==> src/rtl/shader_pkg.sv <==
// rtl/shader_pkg.sv - shader IDs, default index-to-program map and index wrap helpers
package shader_pkg;

  localparam int SEL_W = 4;

  localparam logic [SEL_W-1:0] SHADER_TRIANGLE = 4'h6;
  localparam logic [SEL_W-1:0] SHADER_CHECKER  = 4'h3;
  localparam logic [SEL_W-1:0] SHADER_ROTATE   = 4'h7;
  localparam logic [SEL_W-1:0] SHADER_CIRCLES  = 4'h8;
  localparam logic [SEL_W-1:0] SHADER_SINE     = 4'h4;
  localparam logic [SEL_W-1:0] SHADER_RADIAL   = 4'h2;

  // Entry i lives in bits [i*SEL_W +: SEL_W]; entries 6 and 7 are unused by default.
  localparam logic [8*SEL_W-1:0] DEFAULT_SHADER_MAP = {
    4'h0, 4'h0, SHADER_RADIAL, SHADER_SINE,
    SHADER_CIRCLES, SHADER_ROTATE, SHADER_CHECKER, SHADER_TRIANGLE
  };

  typedef enum logic [1:0] {
    STEP_NONE,
    STEP_NEXT,
    STEP_PREV
  } step_e;

  function automatic logic [2:0] idx_next(input logic [2:0] idx, input logic [2:0] last);
    return (idx == last) ? 3'd0 : idx + 3'd1;
  endfunction

  function automatic logic [2:0] idx_prev(input logic [2:0] idx, input logic [2:0] last);
    return (idx == 3'd0) ? last : idx - 3'd1;
  endfunction

endpackage

==> src/rtl/shader_sequencer_if.sv <==
// rtl/shader_sequencer_if.sv - button/auto inputs and shader selection outputs of the sequencer
interface shader_sequencer_if #(
  parameter int SEL_W = shader_pkg::SEL_W
);
  logic             btn_next_n;
  logic             btn_prev_n;
  logic             auto_en;
  logic [2:0]       shader_idx;
  logic [SEL_W-1:0] shader_select;
  logic             switch_pulse;

  modport master (
    output btn_next_n, btn_prev_n, auto_en,
    input  shader_idx, shader_select, switch_pulse
  );

  modport slave (
    input  btn_next_n, btn_prev_n, auto_en,
    output shader_idx, shader_select, switch_pulse
  );
endinterface

==> src/rtl/shader_sequencer_debouncer.sv <==
// rtl/shader_sequencer_debouncer.sv - button_debouncer: 2-flop sync, debounce, press event; SHADER_SEQ_HOLD_REPEAT_EN adds hold-repeat
module button_debouncer #(
  parameter int DEBOUNCE_CYCLES = 500000
) (
  input  logic clk,
  input  logic rst_n,
  input  logic btn_n,
  output logic press
);
  localparam int CW = $clog2(DEBOUNCE_CYCLES + 1);
  localparam logic [CW-1:0] CNT_LAST = CW'(DEBOUNCE_CYCLES - 1);

  logic          sync0;
  logic          sync1;
  logic          stable;
  logic          stable_d;
  logic [CW-1:0] count;
  logic          repeat_ev;

`ifdef SHADER_SEQ_HOLD_REPEAT_EN
  localparam int HW = $clog2(16 * DEBOUNCE_CYCLES + 1);
  localparam logic [HW-1:0] HOLD_FIRST  = HW'(16 * DEBOUNCE_CYCLES - 1);
  localparam logic [HW-1:0] HOLD_RELOAD = HW'(8 * DEBOUNCE_CYCLES);

  logic [HW-1:0] hold_cnt;

  // Reloading to 8*D makes every later repeat arrive 8*D cycles after the previous one.
  always_ff @(posedge clk) begin
    if (!rst_n || stable) begin
      hold_cnt  <= '0;
      repeat_ev <= 1'b0;
    end else if (hold_cnt == HOLD_FIRST) begin
      hold_cnt  <= HOLD_RELOAD;
      repeat_ev <= 1'b1;
    end else begin
      hold_cnt  <= hold_cnt + 1'b1;
      repeat_ev <= 1'b0;
    end
  end
`else
  assign repeat_ev = 1'b0;
`endif

  always_ff @(posedge clk) begin
    if (!rst_n) begin
      sync0    <= 1'b1;
      sync1    <= 1'b1;
      stable   <= 1'b1;
      stable_d <= 1'b1;
      count    <= '0;
      press    <= 1'b0;
    end else begin
      sync0    <= btn_n;
      sync1    <= sync0;
      stable_d <= stable;
      press    <= (stable_d & ~stable) | repeat_ev;
      if (sync1 == stable) begin
        count <= '0;
      end else if (count == CNT_LAST) begin
        stable <= sync1;
        count  <= '0;
      end else begin
        count <= count + 1'b1;
      end
    end
  end
endmodule

==> src/rtl/shader_sequencer.sv <==
// rtl/shader_sequencer.sv - debounced next/prev stepping with auto-advance and shader map; SHADER_SEQ_HOLD_REPEAT_EN enables hold-repeat
module shader_sequencer
  import shader_pkg::*;
#(
  parameter int                    NUM_SHADERS     = 6,
  parameter int                    SEL_W           = shader_pkg::SEL_W,
  parameter logic [8*SEL_W-1:0]    SHADER_MAP      = DEFAULT_SHADER_MAP,
  parameter int                    DEBOUNCE_CYCLES = 500000,
  parameter int                    AUTO_CYCLES     = 125000000
) (
  input  logic               clk,
  input  logic               rst_n,
  shader_sequencer_if.slave  bus
);
  localparam logic [2:0] IDX_LAST = 3'(NUM_SHADERS - 1);
  localparam int TW = $clog2(AUTO_CYCLES + 1);
  localparam logic [TW-1:0] TIMER_LAST = TW'(AUTO_CYCLES - 1);

  logic             next_ev;
  logic             prev_ev;
  logic             manual_ev;
  logic             expire;
  step_e            step;
  logic [TW-1:0]    timer;
  logic [2:0]       idx;
  logic             idx_changed;
  logic [SEL_W-1:0] select_q;
  logic             pulse_q;

  button_debouncer #(.DEBOUNCE_CYCLES(DEBOUNCE_CYCLES)) u_next (
    .clk   (clk),
    .rst_n (rst_n),
    .btn_n (bus.btn_next_n),
    .press (next_ev)
  );

  button_debouncer #(.DEBOUNCE_CYCLES(DEBOUNCE_CYCLES)) u_prev (
    .clk   (clk),
    .rst_n (rst_n),
    .btn_n (bus.btn_prev_n),
    .press (prev_ev)
  );

  assign manual_ev = next_ev | prev_ev;
  assign expire    = bus.auto_en && (timer == TIMER_LAST);

  // Simultaneous next+prev cancel out; a manual event always swallows a coincident expiry.
  always_comb begin
    step = STEP_NONE;
    if (next_ev && !prev_ev) begin
      step = STEP_NEXT;
    end else if (prev_ev && !next_ev) begin
      step = STEP_PREV;
    end else if (!manual_ev && expire) begin
      step = STEP_NEXT;
    end
  end

  always_ff @(posedge clk) begin
    if (!rst_n) begin
      idx         <= 3'd0;
      timer       <= '0;
      idx_changed <= 1'b0;
      select_q    <= SHADER_MAP[SEL_W-1:0];
      pulse_q     <= 1'b0;
    end else begin
      if (!bus.auto_en || manual_ev || expire) begin
        timer <= '0;
      end else begin
        timer <= timer + 1'b1;
      end
      case (step)
        STEP_NEXT: idx <= idx_next(idx, IDX_LAST);
        STEP_PREV: idx <= idx_prev(idx, IDX_LAST);
        default:   idx <= idx;
      endcase
      idx_changed <= (step != STEP_NONE);
      select_q    <= SHADER_MAP[idx*SEL_W +: SEL_W];
      pulse_q     <= idx_changed;
    end
  end

  assign bus.shader_idx    = idx;
  assign bus.shader_select = select_q;
  assign bus.switch_pulse  = pulse_q;
endmodule

==> src/flat_wrapper.sv <==
// flat-port wrapper written by rule: the top's interface ports become plain ports
module shader_sequencer_flat import shader_pkg::*;
#(
  parameter int                    NUM_SHADERS     = 6,
  parameter int                    SEL_W           = shader_pkg::SEL_W,
  parameter logic [8*SEL_W-1:0]    SHADER_MAP      = DEFAULT_SHADER_MAP,
  parameter int                    DEBOUNCE_CYCLES = 500000,
  parameter int                    AUTO_CYCLES     = 125000000
)
  (clk, rst_n, bus_btn_next_n, bus_btn_prev_n, bus_auto_en, bus_shader_idx, bus_shader_select, bus_switch_pulse);
  shader_sequencer_if #(.SEL_W(SEL_W)) bus_i ();
  input  logic clk;
  input  logic rst_n;
  input wire logic [$bits(bus_i.btn_next_n)-1:0] bus_btn_next_n;
  input wire logic [$bits(bus_i.btn_prev_n)-1:0] bus_btn_prev_n;
  input wire logic [$bits(bus_i.auto_en)-1:0] bus_auto_en;
  output wire logic [$bits(bus_i.shader_idx)-1:0] bus_shader_idx;
  output wire logic [$bits(bus_i.shader_select)-1:0] bus_shader_select;
  output wire logic [$bits(bus_i.switch_pulse)-1:0] bus_switch_pulse;
  assign bus_i.btn_next_n = bus_btn_next_n;
  assign bus_i.btn_prev_n = bus_btn_prev_n;
  assign bus_i.auto_en = bus_auto_en;
  assign bus_shader_idx = bus_i.shader_idx;
  assign bus_shader_select = bus_i.shader_select;
  assign bus_switch_pulse = bus_i.switch_pulse;
  shader_sequencer #(.NUM_SHADERS(NUM_SHADERS), .SEL_W(SEL_W), .SHADER_MAP(SHADER_MAP), .DEBOUNCE_CYCLES(DEBOUNCE_CYCLES), .AUTO_CYCLES(AUTO_CYCLES)) u_core (.clk(clk), .rst_n(rst_n), .bus(bus_i));
endmodule
==> config.mk <==
export PLATFORM = sky130hd
export DESIGN_NAME = shader_sequencer_flat
export DESIGN_NICKNAME = d
export VERILOG_FILES = /design/src/rtl/shader_pkg.sv /design/src/rtl/shader_sequencer_if.sv /design/src/rtl/shader_sequencer_debouncer.sv /design/src/rtl/shader_sequencer.sv /design/src/flat_wrapper.sv
export SDC_FILE = /design/constraint.sdc
export NUM_CORES = 1
export LEC_CHECK = 0
export CAP_MARGIN = 5
export CORE_MARGIN = 2
export CORE_UTILIZATION = 45
export CTS_CLUSTER_DIAMETER = 30
export DETAILED_ROUTE_END_ITERATION = 10
export HOLD_SLACK_MARGIN = 0.05
export PLACE_DENSITY = 0.62
export SLEW_MARGIN = 20
export SYNTH_ARGS = -nofsm -noshare
export SYNTH_HDL_FRONTEND = slang
export SYNTH_SLANG_ARGS = --single-unit
==> constraint.sdc <==
create_clock -name clk -period 6.5 [get_ports clk]
set_clock_uncertainty 0.2 [all_clocks]
set_input_delay 0.975 -clock clk [delete_from_list [all_inputs] [get_ports clk]]
set_output_delay 0.975 -clock clk [all_outputs]
set_load 0.01 [all_outputs]
==> key figures, run 1 <==
Global routing
  • Overflow after GRT: 0
  • Largest net degree at the start of global routing: 28
  • Vias in the first global route: 2,712
  • GRT Util Overall: 16.79%
  • First-pass GRT wire length: 12,290 um
  • Antenna violations before repair: 0

Critical path
  • Worst EP required: 6.53 ns
  • Startpoint types: primary input
  • RR Startpoint: u_core.timer[3]
  • Worst endpoint data arrival time: 3.24 ns
  • Reg2reg setup slack: 3.88 ns
  • Worst reg2reg path endpoint: u_core.timer[23]
  • CP Max Fanout: 27
  • CP endpoint kind: flip-flop
  • Setup Crit Path Kind: primary input to flip-flop
  • R2R cell count: 4

Route
  • Wire per inst: 12.85 um
  • DRC viols: 0
  • Vias: 2,997
  • 1st-iter DRT viols: 81
  • Vias/cell: 5.540
  • First-pass DRT Iterations: 4
  • DRT Wirelength: 6953 um
  • Post-route ant nets: 0

Synth
  • Avg Synthesized Cell Area: 8.897 sq um
  • Flops & latches, synth: 84
  • Mapped Nets: 438
  • Share of async-settable or async-resettable flops after synthesis: 0%
  • Most used DFF post-synth: dfxtp_1
  • Synth unique cells: 45
  • YS warnings: 0
  • Post-synth EDFFs: 0
  • Mapped Cells: 423
  • Cell area after synthesis: 3764 sq um
  • Post-synthesis sequential area ratio: 44.68%

Power
  • Lkg Pwr: 0.001245 uW
  • Worst IR drop on VDD: 0.0001709 V
  • Cell area power density: 220.2 nW/um^2

Clocking
  • Clk_lat worst skew: 0.34 ns
  • Post-CTS Setup Inserts: 0
  • Cts repair resizes: 0
  • CTS max path bufs: 2
  • Post-CTS Hold Buffers: 0
  • Clock-pin slew on the worst setup and hold paths: 0.09 ns
  • H-tree levels: 3
  • CTS tree: yes
  • Sink Count: 84
  • CTS Root Cell: clkbuf_8
  • Inserted Clock Buffers: 9

Layout
  • Layout area overhead: 10.44%
  • Final nets: 446
  • Diode count: 0
  • Final core utilization: 50.84%
  • FILL cells: 798
  • Post-route insts no fill: 541
  • Share of layout cells above drive strength 1: 5.963%

STA
  • Final cycle utilization of the critical path: 49.31%
  • Final min period: 3.205 ns
  • Fin. Hold Viols: 0
  • Fin. max-slew vios: 0
  • Unrepaired setup endpoints after global routing: false
  • Fin worst setup slack: 3.295 ns
  • Setup TNS: 0 ns
  • Slew HR: 35.34%
  • Max Clk Rate: 0.3120 GHz
  • Worst Tran Pin Value: 0.9698 ns
  • Final Setup Violations: 0

Floorplanning
  • Chip height: 95.45 um
  • Site Rows: 33
  • Chip width: 95.45 um
  • Core area: 8175 sq um
  • I/O Pins: 13
  • DIE AREA: 9111 sq um
  • Initial core utilization: 46.04%

Place
  • Port buffer count: 12
  • Pre-CTS setup slack: 2.943 ns
  • Post-DP HPWL: 4721 um
  • GP Congestion: 0.7346
  • Dpl cells: 525

Worst hold path
  • HP Start: u_core.u_next.stable_d
  • Worst Hold Class: flip-flop to flip-flop
  • Hold Path End: u_core.u_next.press
  • Hold Path Cell Cnt: 2

Outcome
  • Outcome: finished clean

Run
  • MaxCap Viol Count: 0
==> cells in the final DEF, fill, tap and decap left out, drive strengths merged, types with 14 or more instances in the layout <==
cell type,n
nand3,20
dfxtp,84
nand2,28
a21oi,14
o21ai,17
xnor2,25
or4,16
nor2,35
nor3,23
nand4,19
inv,21
or3,16
==> worst max-delay path, stage by stage <==
cell and delay (ns):
clkdlybuf4s50_1 0.81, inv_2 0.14, or4b_1 0.93, a211oi_1 0.38
==> synth_stat cells (4+ instances only) <==
cell type / n / area share (%)
nor4_1: 8 / 1.3
nand2b_1: 6 / 1.0
o31ai_1: 11 / 2.2
nor2_1: 35 / 3.5
nand4_1: 19 / 3.2
dfxtp_1: 84 / 45
and3_1: 4 / 0.66
nand3_1: 20 / 2.7
a21oi_1: 14 / 1.9
nor3_1: 23 / 3.1
xnor2_1: 25 / 5.8
clkbuf_1: 13 / 1.3
or3_1: 16 / 2.7
o21ai_0: 16 / 2.1
and2_1: 5 / 0.83
ha_1: 10 / 3.3
inv_1: 17 / 1.7
xor2_1: 13 / 3.0
a211oi_1: 11 / 2.2
or4_1: 15 / 3.0
nand2_1: 28 / 2.8
==> routing by layer <==
metal | wire (um) | track usage (%)
met5 | 0 | 0
met3 | 295 | 5.059
met1 | 3566 | 23.06
met2 | 3052 | 25.65
met4 | 40 | 4.643
==> state kept, by name, indices dropped and copies added (netlist names), 3 cells and up <==
signal / flops
u_core.bus.shader_idx: 3
u_core.bus.shader_select: 4
u_core.timer: 27
u_core.u_next.count: 19
u_core.u_prev.count: 19
==> final cells by class <==
class,count,area (sq um),area share (%)
clock buffers,10,137.6,3.311
inverters,18,67.56,1.626
multi-input cells,304,1934,46.54
repair buffers,14,135.1,3.251
flip-flops and latches,84,1682,40.46
well taps,105,131.4,3.161
clock inverters,6,68.82,1.656
==> worst max path at each step <==
stage                 from                       end  slack, ns  cells past startpoint
6_report             rst_n          u_core.timer[18]       3.29                      4
5_1_grt              rst_n          u_core.timer[18]       3.12                      4
4_1_cts              rst_n          u_core.timer[18]       3.30                      4
3_5_place_dp         rst_n          u_core.timer[18]       2.94                      4
3_3_place_gp         rst_n          u_core.timer[17]       3.05                      4
2_1_floorplan  bus_auto_en  u_core.bus.shader_idx[0]       3.61                      7
==> report_power, final <==
group | total (uW) | switching [uW] | internal (uW)
registers | 517 | 1.29 | 516
clock network | 385 | 194 | 192
logic | 12.3 | 7.80 | 4.47
total | 915 | 203 | 712
==> cells by family (layout without fill, tap and decap cells) <==
kind of cell    count (synthesis)  after routing  share of synthesized area, %
flops                          84             84                         44.68
fa+ha+maj                      10             10                         3.324
compound gates                 62             62                         10.70
simple gates                  193            193                         28.23
xor+xnor                       38             38                         8.843
buf+inv                        35             48                         3.923
mux                             1              1                        0.2992
==> through the flow <==
step / power, uW / instance area, sq um / hold slack (ns)
floorplan: 537.1 / 3764 / 0.1863
global placement: 541.8 / 3950 / 0.1922
detailed placement: 542.2 / 3950 / 0.1940
CTS: 931.1 / 4156 / 0.2168
global route: 950.8 / 4156 / 0.2320
finish: 915.2 / 4156 / 0.2156
(Power assumes the default switching activity.)
==> inputs of run 2 (changes only) <==
==> constraint.sdc (replaced) <==
create_clock -name clk -period 3.03 [get_ports clk]
set_clock_uncertainty 0.2 [all_clocks]
set_input_delay 0.4545 -clock clk [delete_from_list [all_inputs] [get_ports clk]]
set_output_delay 0.4545 -clock clk [all_outputs]
set_load 0.01 [all_outputs]
==> key figures, run 2 (same netlist as run 1, synthesis figures left out) <==
Outcome
  • Outcome: finished clean

Floorplanning
  • I/O Pins: 13
  • Initial core utilization: 46.04%
  • Site Rows: 33
  • Core area: 8175 sq um
  • DIE AREA: 9111 sq um
  • Chip width: 95.45 um
  • Chip height: 95.45 um

Place
  • Port buffer count: 12
  • Post-DP HPWL: 4714 um
  • Pre-CTS setup slack: 0.5007 ns
  • Dpl cells: 529
  • Placed cell area: 3980 sq um
  • GP Congestion: 0.7811

STA
  • Fin worst setup slack: 0.5657 ns
  • Setup TNS: 0 ns
  • Max Clk Rate: 0.4058 GHz
  • Slew HR: 64.28%
  • Final Setup Violations: 0
  • Worst Tran Pin Value: 0.5358 ns
  • Unrepaired setup endpoints after global routing: false
  • Fin. max-slew vios: 0
  • Fin. Hold Viols: 0
  • Final min period: 2.464 ns
  • Final cycle utilization of the critical path: 81.33%

Layout
  • Largest register FFs: 27
  • Biggest register: u_core.timer
  • Final instance area: 4174 sq um
  • Top flop regs: u_core.timer (27), u_core.u_next.count (19), u_core.u_prev.count (19)
  • Commonest non-fill, non-tap cells in the layout: dfxtp_1, nor2_1, nand2_1
  • Share of layout cells above drive strength 1: 6.364%
  • FILL cells: 789
  • Layout area overhead: 10.90%
  • Most common cell after layout, fill and taps aside: dfxtp_1
  • Diode count: 0
  • Final nets: 450
  • Post-route insts no fill: 545

Critical path
  • Delay-heaviest family, CP: simple AND/OR/NAND/NOR gates
  • Worst EP required: 3.09 ns
  • RR Startpoint: u_core.timer[0]
  • Buffer and inverter count on the worst path: 0
  • Crit-path cells: ha_1 -> and2_1 -> nand4_1 -> nor4_4 -> o21bai_1 -> ha_1 -> o21ai_0 -> a211oi_1
  • CP Max Fanout: 6
  • Slowest library cell on the worst path: dfxtp_1
  • CP peak stage delay: 0.38 ns
  • CP endpoint kind: flip-flop
  • Worst endpoint data arrival time: 2.53 ns
  • Beginning of the critical path: u_core.timer[0]
  • Cell mode on critical path: ha_1
  • Startpoint types: flip-flop
  • Setup Crit Path Kind: flip-flop to flip-flop

Clocking
  • Cts repair resizes: 0
  • CTS Root Cell: clkbuf_8
  • H-tree levels: 3
  • Clock-pin slew on the worst setup and hold paths: 0.08 ns
  • Clk_lat worst skew: 0.36 ns
  • CTS tree: yes
  • Post-CTS Hold Buffers: 0
  • Inserted Clock Buffers: 9
  • CTS max path bufs: 2
  • Post-CTS Setup Inserts: 0
  • Sink Count: 84

Power
  • Sw Ratio: 22.02%
  • Sequential fraction of design power: 57.6%
  • Part of the power in the clock network: 40.9%
  • P_sw: 424.8 uW
  • Cell area power density: 462.1 nW/um^2
  • Combinational share of power: 1.5%
  • Lkg Pwr: 0.001249 uW
  • P_int: 1504 uW
  • Worst IR drop on VDD: 0.0003145 V

Global routing
  • First-pass GRT wire length: 12,280 um
  • Vias in the first global route: 2,745
  • Largest net degree at the start of global routing: 28
  • GRT Util Overall: 16.87%
  • Antenna violations before repair: 0
  • Overflow after GRT: 0

Route
  • DRT Wirelength: 6974 um
  • 1st-iter DRT viols: 71
  • Vias/cell: 5.569
  • DRC viols: 0
  • Wire per inst: 12.80 um
  • Vias: 3,035
  • Post-route ant nets: 0
  • First-pass DRT Iterations: 4

Worst hold path
  • HP Start: u_core.u_prev.stable_d
  • Worst Hold Class: flip-flop to flip-flop

Run
  • MaxCap Viol Count: 0
==> run 2: final cells by class <==
cell class	count	area, sq um	share of cell area (%)
Sequential cell	84	1682	40.29
Timing Repair Buffer	18	165.2	3.957
Tap cell	105	131.4	3.147
Clock buffer	11	131.4	3.147
Multi-Input combinational cell	304	1934	46.34
Inverter	18	67.56	1.619
Clock inverter	5	62.56	1.499
==> run 2: path summary, 6_finish.rpt <==
kind	endpoint	slack, ns	depth (start not counted)
worst min register to register	u_core.u_prev.press	0.21	2
worst max register to register	u_core.bus.shader_idx[0]	0.57	8
worst min-delay path	u_core.u_prev.press	0.21	2
worst max-delay path	u_core.bus.shader_idx[0]	0.57	8
==> run 2: metal layers <==
layer  wire length (um)  track usage (%)
met1               3736            23.86
met3                177            2.846
met4                172            8.929
met5                  0                0
met2               2888            24.47
==> run 2: power by group through the flow <==
stage                     logic [uW]  clock network [uW]  registers (uW)
after floorplan                 16.5                   0            1140
after global placement          30.0                   0            1140
after detailed placement        30.0                   0            1140
after CTS                       30.1                 814            1110
after global routing            32.9                 861            1110
final                           29.7                 789            1110
==> run 2: through the flow <==
step	total power, uW	util [%]	hold slack (ns)
5_1_grt	2005	51.06	0.2309
6_report	1929	51.06	0.2068
3_5_place_dp	1166	48.68	0.1960
4_1_cts	1955	51.06	0.2062
2_1_floorplan	1152	-	0.1863
3_3_place_gp	1166	48.68	0.1891
==> run 2: worst register-to-register path, delay by kind of cell, from the launching register on <==
family                     cells  cell delay [ns]
and+or+nand+nor                3             0.75
adders and majority gates      2             0.60
AOI/OAI and AO/OA              3             0.45
DFF                            1             0.38
